===== config.mk =====
export PLATFORM = sky130hd
export DESIGN_NAME = mult_booth4
export DESIGN_NICKNAME = d
export VERILOG_FILES = /design/src/rtl/mult_booth4.sv
export SDC_FILE = /design/constraint.sdc
export NUM_CORES = 1
export LEC_CHECK = 0
export ABC_AREA = 1
export CELL_PAD_IN_SITES_DETAIL_PLACEMENT = 0
export CELL_PAD_IN_SITES_GLOBAL_PLACEMENT = 1
export CORE_ASPECT_RATIO = 1.5
export CORE_MARGIN = 2
export CORE_UTILIZATION = 44
export DETAILED_ROUTE_END_ITERATION = 12
export GPL_TIMING_DRIVEN = 1
export PLACE_DENSITY = 0.85
export SETUP_SLACK_MARGIN = 0.05
export SYNTH_ARGS = -nofsm -noshare
export SYNTH_HDL_FRONTEND = slang
export SYNTH_SLANG_ARGS = --single-unit

===== constraint.sdc =====
create_clock -name clock -period 4.5 [get_ports clock]
set_input_delay 0.45 -clock clock [delete_from_list [all_inputs] [get_ports clock]]
set_output_delay 0.45 -clock clock [all_outputs]
set_load 0.01 [all_outputs]

===== src/rtl/mult_booth4.sv =====
// Signed 32x32 radix-4 modified Booth multiplier: 16 iterations of two multiplier bits each,
// low word and overflow flag presented with a one-cycle completion strobe.
module mult_booth4 (
    input  logic        clock,
    input  logic        clr_n,
    input  logic        ctrl_MULT,
    input  logic [31:0] data_operandA,
    input  logic [31:0] data_operandB,
    output logic [31:0] data_result,
    output logic        data_exception,
    output logic        data_resultRDY
);

    typedef enum logic [1:0] {IDLE, RUN, DONE} state_t;

    state_t      state;
    logic [3:0]  cnt;
    logic [64:0] p;
    logic [31:0] m;

    logic [33:0] m_x1;
    logic [33:0] m_x2;
    logic [33:0] addend;
    logic [33:0] sum;
    logic [64:0] p_next;

    // 34-bit operands keep +/-2M exact even for M = -2^31
    always_comb begin
        m_x1   = {{2{m[31]}}, m};
        m_x2   = {m[31], m, 1'b0};
        addend = '0;
        case (p[2:0])
            3'b001, 3'b010: addend = m_x1;
            3'b011:         addend = m_x2;
            3'b100:         addend = -m_x2;
            3'b101, 3'b110: addend = -m_x1;
            default:        addend = '0;
        endcase
        sum    = {{2{p[64]}}, p[64:33]} + addend;
        p_next = {sum, p[32:2]};
    end

    always_ff @(posedge clock or negedge clr_n) begin
        if (!clr_n) begin
            state <= IDLE;
            cnt   <= '0;
            p     <= '0;
            m     <= '0;
        end else if (ctrl_MULT) begin
            // a start edge wins in every state and discards any operation in flight
            state <= RUN;
            cnt   <= '0;
            p     <= {32'b0, data_operandB, 1'b0};
            m     <= data_operandA;
        end else begin
            case (state)
                RUN: begin
                    p   <= p_next;
                    cnt <= cnt + 4'd1;
                    if (cnt == 4'd15)
                        state <= DONE;
                end
                DONE:    state <= IDLE;
                default: state <= IDLE;
            endcase
        end
    end

    assign data_result    = p[32:1];
    assign data_exception = (p[64:33] != {32{p[32]}});
    assign data_resultRDY = (state == DONE);

endmodule


==> impl_metrics.env, run 1 <==
export IMPL_layout_cells_non_filler=1494
export IMPL_grt_antenna_before_repair=0
export IMPL_ys_seq_area_share_pct=31.33
export IMPL_p_switching_w=0.001910
export IMPL_multi_input_area_mm2=0.004683
export IMPL_syn_area_per_cell_um2=6.973
export IMPL_postCtsHoldBufs=0
export IMPL_grt_max_degree=94
export IMPL_cp_end_kind="flop"
export IMPL_area_growth_pct=16.04
export IMPL_die_y_um=171.5
export IMPL_wl_per_cell_um=17.25
export IMPL_die_w_um=115.7
export IMPL_path_cells="inv_1 -> ha_1 -> nand2_2 -> nor2_4 -> nand2_1 -> nor2_1 -> nand2_1 -> xor2_1 -> o21ai_1 -> a21oi_1 -> o21ai_1 -> ha_1 -> nand2_1 -> nor2_1 -> nand2_1 -> nor3_2 -> and3_1 -> nor2_1 -> inv_1 -> nand2_1 -> nand3_1 -> nand2_1"
export IMPL_crit_slowest_cell="dfrtp_1"
export IMPL_port_buffers=100
export IMPL_use_met2_pct=47.55
export IMPL_path_max_fanout=5
export IMPL_crit_arrival_ns=3.96
export IMPL_nFillCells=1939
export IMPL_finalHoldViolations=0
export IMPL_finalPower_w=0.004186
export IMPL_reg2reg_to="p[64]"
export IMPL_yosys_warnings=0
export IMPL_min_period_ns=3.710
export IMPL_vias=8046
export IMPL_status="complete, no violations"
export IMPL_slowest_delay_ns=0.38
export IMPL_setup_viol=0
export IMPL_gr_usage_met3_pct=3.805
export IMPL_clk_insertion_delay_late_ns=0.37
export IMPL_start_util_pct=44.55
export IMPL_grt_setup_unrepaired="false"
export IMPL_cts_tree="done"
export IMPL_reg2reg_slack_ns=0.79
export IMPL_setup_tns_ns=0
export IMPL_core_mm2=0.01847
export IMPL_dr_pass1_iters=5
export IMPL_tightest_slew_ns=0.8912
export IMPL_p_clk_share_pct=19.9
export IMPL_fin_skew_ns=0.01474
export IMPL_cts_max_level=3
export IMPL_reg2reg_from="m[0]"
export IMPL_clk_pin_slew_ns=0.08
export IMPL_synth_enable_flop_cells=0
export IMPL_cp_num_buf_inv=2
export IMPL_final_area_mm2=0.009548
export IMPL_rows=61
export IMPL_dp_slack_ns=0.8363
export IMPL_crit_top_cell="nand2_1"
export IMPL_internal_power_w=0.002276
export IMPL_grt_overflow=0
export IMPL_drive_gt1_share_pct=6.844
export IMPL_nets=1340
export IMPL_grt_util_all_layers_pct=27.11
export IMPL_use_met1_pct=31.21
export IMPL_first_global_vias=8034
export IMPL_swShare_pct=45.64
export IMPL_synthCells=1180
export IMPL_placed_area_mm2=0.009241
export IMPL_start_kind="flop"
export IMPL_syn_cell_area_mm2=0.008228
export IMPL_cap_violations=0
export IMPL_place_congestion=0.9451
export IMPL_numCtsBuffers=9
export IMPL_hpwl_um=20260
export IMPL_grt_pass1_wl_um=41520
export IMPL_cp_top_family="simple AND/OR/NAND/NOR gates"
export IMPL_fin_crit_sh_pct=82.45
export IMPL_synthArstFlopShare_pct=100.0
export IMPL_cts_root_buf="clkbuf_16"
export IMPL_synth_ff_type="dfrtp_1"
export IMPL_required_ns=4.75
export IMPL_clock_sinks=103
export IMPL_post_cts_setup_buffers=0
export IMPL_syn_num_nets=1283
export IMPL_dieArea_mm2=0.01983
export IMPL_p_comb_share_pct=48.0
export IMPL_crit_type="flop to flop"
export IMPL_route_detailed_drc=0
export IMPL_diodes=0
export IMPL_leakage_nw=4.390
export IMPL_fin_ws_ns=0.7897
export IMPL_via_per_inst=5.386
export IMPL_ys_seq_elements=103
export IMPL_hold_class="input port to asynchronous set/reset pin"
export IMPL_area_sequential_mm2=0.002577
export IMPL_drv_slew=0
export IMPL_fmax_mhz=269.5
export IMPL_antenna_left=0
export IMPL_worstRegToRegCells=22
export IMPL_irDropWorstVdd_mv=0.2027
export IMPL_clock_path_buffers=2
export IMPL_power_density_mw_per_mm2=438.4
export IMPL_dp_cells=1478
export IMPL_top_usage_layer="met2"
export IMPL_slew_headroom_pct=40.53
export IMPL_synth_cell_types=48
export IMPL_post_cts_resized=0
export IMPL_drt_initial_drc_count=508
export IMPL_routed_wl_um=25770
export IMPL_p_seq_share_pct=32.1
export IMPL_io_pins=101
-- how the worst max path moves through the flow --
stage / depth (start not counted) / from / slack, ns / endpoint
floorplan: 22 / m[0] / 1.58 / p[64]
finish: 22 / m[0] / 0.79 / p[64]
CTS: 22 / m[0] / 0.79 / p[64]
global placement: 22 / m[0] / 0.89 / p[64]
global route: 24 / m[0] / 0.41 / p[64]
detailed placement: 22 / m[0] / 0.84 / p[64]
-- per-stage QoR --
step | hold slack (ns) | utilization [%]
after floorplan | 0.1544 | -
after global placement | 0.4483 | 50.03
after detailed placement | 0.4592 | 50.03
after CTS | 0.2138 | 51.69
after global routing | 0.2576 | 51.69
final | 0.1736 | 51.69
-- worst register-to-register path, cell delays in order, from the launching register on --
cell and delay (ns):
dfrtp_1 0.38, inv_1 0.15, ha_1 0.23, nand2_2 0.09, nor2_4 0.11, nand2_1 0.08, nor2_1 0.26, nand2_1 0.19
xor2_1 0.22, o21ai_1 0.08, a21oi_1 0.10, o21ai_1 0.09, ha_1 0.38, nand2_1 0.13, nor2_1 0.28, nand2_1 0.15
nor3_2 0.16, and3_1 0.20, nor2_1 0.09, inv_1 0.06, nand2_1 0.05, nand3_1 0.06, nand2_1 0.06
-- registers in the layout (all words and copies together) (netlist names) --
register / count
cnt: 4
m: 32
p: 65
state: 2
-- power by group through the flow --
stage               registers (W)  clock network, W  logic [W]
detailed placement        0.00136                 0    0.00200
global placement          0.00135                 0    0.00200
global route              0.00137          0.000895    0.00225
CTS                       0.00134          0.000856    0.00202
floorplan                 0.00128                 0    0.00144
finish                    0.00134          0.000833    0.00201
-- cells in the final DEF (no fill, tap or decap), drive strengths merged --
master | synthesis | final
and3 | 1 | 1
a221oi | 1 | 1
o32ai | 1 | 1
a31oi | 3 | 3
or2 | 6 | 6
nand3b | 9 | 9
nor3 | 15 | 15
o211ai | 4 | 4
xnor2 | 18 | 18
o41ai | 2 | 2
a22oi | 1 | 1
nand4 | 19 | 19
nor4 | 8 | 8
o21a | 3 | 3
clkbuf | 21 | 9
nand3 | 75 | 75
a221o | 4 | 4
nand2 | 330 | 330
dfrtp | 103 | 103
a21oi | 46 | 46
clkdlybuf4s50 | 0 | 98
ha | 35 | 35
nor2 | 97 | 97
buf | 44 | 13
o221ai | 32 | 32
o21ai | 86 | 86
xor2 | 23 | 23
o22ai | 20 | 20
clkinv | 2 | 5
fa | 1 | 1
inv | 155 | 159
o2111ai | 11 | 11
o21bai | 4 | 4
-- cells by family after synthesis --
group	synth area share, %
xor+xnor	4.364
buf+inv	11.79
simple gates	30.50
compound gates	16.45
fa+ha+maj	5.566
flops	31.33
-- Yosys cell counts, types with 4 or more instances --
master | number | area, um^2
nor4_1 | 8 | 50.05
buf_2 | 10 | 50.05
o21ai_0 | 70 | 350.3
buf_4 | 33 | 247.7
nor2_2 | 7 | 43.79
nand4_1 | 19 | 118.9
a21oi_1 | 45 | 225.2
nor2_4 | 8 | 90.09
nor2_1 | 81 | 304.0
o21ai_1 | 15 | 75.07
clkbuf_1 | 21 | 78.83
xor2_1 | 23 | 201.4
nand2_2 | 7 | 43.79
o221ai_1 | 32 | 280.3
nor3_1 | 13 | 65.06
o2111ai_1 | 11 | 96.34
or2_2 | 4 | 25.02
inv_2 | 16 | 60.06
o21bai_1 | 4 | 30.03
nand3_1 | 70 | 350.3
xnor2_1 | 18 | 157.7
dfrtp_1 | 103 | 2577
o211ai_1 | 4 | 30.03
a221o_1 | 4 | 40.04
nand3b_1 | 9 | 67.56
ha_1 | 35 | 437.9
nand2_1 | 320 | 1201
o22ai_1 | 20 | 125.1
nand3_2 | 4 | 40.04
inv_1 | 139 | 521.8
-- final cells by class --
cell class	instances	share of cell area [%]
clock inverter	7	0.8518
multi-input combinational	855	49.05
tap	252	3.302
inverter	157	6.172
sequential	103	27.00
timing repair buffer	111	11.27
clock buffer	9	2.359
-- per-layer routing --
metal  vias to the layer above  part of all wire [%]
li1                       4004                     -
met4                         0                   6.0
met5                         -                     0
met2                       234                    51
met1                      3747                    39
met3                        61                   4.1
Note: power is estimated with default switching activity, not from simulation.
==> run 2, diff against run 1 <==
Settings changed: CORE_UTILIZATION 44 to 41, PLACE_DENSITY 0.85 to 0.79.
Clock period 4.5 ns to 3.7 ns, I/O delays scaled along.
==> impl_metrics.env, run 2 (synthesis gave the netlist of run 1 again) <==
export IMPL_vias=8120
export IMPL_grt_antenna_before_repair=0
export IMPL_final_common_cell="nand2_1"
export IMPL_cts_tree="done"
export IMPL_min_period_ns=3.471
export IMPL_cts_max_level=3
export IMPL_rows=63
export IMPL_top_register="p"
export IMPL_cts_root_buf="clkbuf_16"
export IMPL_routed_wl_um=27010
export IMPL_clk_pin_slew_ns=0.09
export IMPL_drt_initial_drc_count=500
export IMPL_p_switching_w=0.002412
export IMPL_die_y_um=177.5
export IMPL_nFillCells=2035
export IMPL_largest_reg_flops=65
export IMPL_port_buffers=100
export IMPL_nets=1349
export IMPL_wl_per_cell_um=17.87
export IMPL_drv_slew=0
export IMPL_finalPower_w=0.005293
export IMPL_setup_viol=0
export IMPL_core_mm2=0.01971
export IMPL_layout_cells_non_filler=1511
export IMPL_slew_headroom_pct=56.03
export IMPL_tightest_slew_ns=0.6595
export IMPL_start_kind="flop"
export IMPL_path_max_fanout=10
export IMPL_finalHoldViolations=0
export IMPL_status="complete, no violations"
export IMPL_area_sequential_mm2=0.002577
export IMPL_swShare_pct=45.58
export IMPL_drive_gt1_share_pct=8.953
export IMPL_grt_overflow=0
export IMPL_area_growth_pct=18.23
export IMPL_grt_setup_unrepaired="true"
export IMPL_dp_slack_ns=0.07269
export IMPL_fin_crit_sh_pct=93.82
export IMPL_die_w_um=119.7
export IMPL_postCtsHoldBufs=0
export IMPL_setup_tns_ns=0
export IMPL_crit_arrival_ns=3.71
export IMPL_power_density_mw_per_mm2=544.1
export IMPL_hold_class="input port to asynchronous set/reset pin"
export IMPL_antenna_left=0
export IMPL_reg_top3="p (65), m (32), cnt (4)"
export IMPL_first_global_vias=8016
export IMPL_leakage_nw=4.454
export IMPL_grt_pass1_wl_um=42210
export IMPL_internal_power_w=0.002880
export IMPL_diodes=0
export IMPL_p_seq_share_pct=31.1
export IMPL_multi_input_area_mm2=0.004757
export IMPL_grt_util_all_layers_pct=25.71
export IMPL_required_ns=3.94
export IMPL_whs_ns=0.008283
export IMPL_fmax_mhz=288.1
export IMPL_hpwl_um=21270
export IMPL_fin_skew_ns=0.01530
export IMPL_via_per_inst=5.374
export IMPL_clk_insertion_delay_late_ns=0.37
export IMPL_crit_type="flop to flop"
export IMPL_dp_cells=1492
export IMPL_irDropWorstVdd_mv=0.2790
export IMPL_cp_end_kind="flop"
export IMPL_p_clk_share_pct=20.4
export IMPL_route_detailed_drc=0
export IMPL_dr_pass1_iters=8
export IMPL_io_pins=101
export IMPL_numCtsBuffers=9
export IMPL_p_comb_share_pct=48.5
export IMPL_start_util_pct=41.75
export IMPL_cap_violations=0
export IMPL_grt_max_degree=64
export IMPL_clock_sinks=103
export IMPL_place_congestion=0.9536
export IMPL_layout_common_cells="nand2_1 (320), inv_1 (137), dfrtp_1 (103), clkdlybuf4s50_1 (98), nor2_1 (74)"
export IMPL_dieArea_mm2=0.02124
export IMPL_clock_path_buffers=2
export IMPL_fin_ws_ns=0.2285
run 2: changes by cell type in the layout (fill, tap and decap cells not counted), moves of 2 or more:
cell | before | now
nor3_1 | 13 | 11
nor3_2 | 2 | 4
nor2_1 | 80 | 74
buf_4 | 12 | 21
a21oi_2 | 1 | 3
ha_1 | 35 | 32
inv_2 | 16 | 18
ha_2 | 0 | 2
nor2_2 | 8 | 13
inv_1 | 139 | 137
a21oi_1 | 45 | 43
run 2: area by class of cell:
type / instances / area share [%]
sequential: 103 / 26.50
inverter: 157 / 6.058
multi-input combinational: 855 / 48.90
clock inverter: 7 / 0.9775
tap: 260 / 3.344
timing repair buffer: 120 / 11.91
clock buffer: 9 / 2.315
run 2: repair_timing:
action                                 in CTS  in global routing
setup endpoints to repair                   0                 16
setup buffers                               0                  3
gates resized for setup                     0                 20
endpoints found under the hold margin       0                  0
run 2: worst paths after layout:
path | from | endpoint | slack (ns) | cells past startpoint
setup / recovery | p[1] | p[44] | 0.23 | 15
hold / removal | clr_n | p[54] | 0.008 | 1
max in group asynchronous | clr_n | p[14] | 2.92 | 2
min in group clock | ctrl_MULT | m[29] | 0.46 | 3
setup reg to reg | p[1] | p[44] | 0.23 | 15
hold reg to reg | cnt[3] | cnt[3] | 0.47 | 1
run 2: metal layers:
metal	vias to the layer above	wire length [um]	GRT usage (%)
li1	4049	-	-
met1	3772	10600	29.40
met2	238	13820	45.86
met3	61	1157	3.374
met4	0	1428	14.56
met5	-	0	0
run 2: power groups by stage:
| stage | registers (W) | logic [W] | clock network, W |
|---|---|---|---|
| after CTS | 0.00164 | 0.00251 | 0.00109 |
| after floorplan | 0.00156 | 0.00175 | 0 |
| after detailed placement | 0.00166 | 0.00249 | 0 |
| after global routing | 0.00168 | 0.00284 | 0.00114 |
| after global placement | 0.00166 | 0.00250 | 0 |
| final | 0.00165 | 0.00257 | 0.00108 |
run 2: worst max-delay path, cell delays in order, from the launching register on:
cell      delay [ns]
dfrtp_1         0.42
or2_1           0.31
nand2_1         0.14
nor2_1          0.08
inv_2           0.16
buf_4           0.22
o22ai_1         0.08
inv_1           0.05
o221ai_1        0.12
ha_1            0.37
a21oi_1         0.41
nand2_1         0.14
a21oi_1         0.19
o21ai_1         0.20
xnor2_1         0.33
o22ai_1         0.11
run 2: through the flow:
stage | utilization (%) | area, um^2
floorplan | - | 8228
finish | 49.37 | 9728
global route | 49.37 | 9728
detailed placement | 47.25 | 9311
CTS | 48.88 | 9632
global placement | 47.25 | 9311
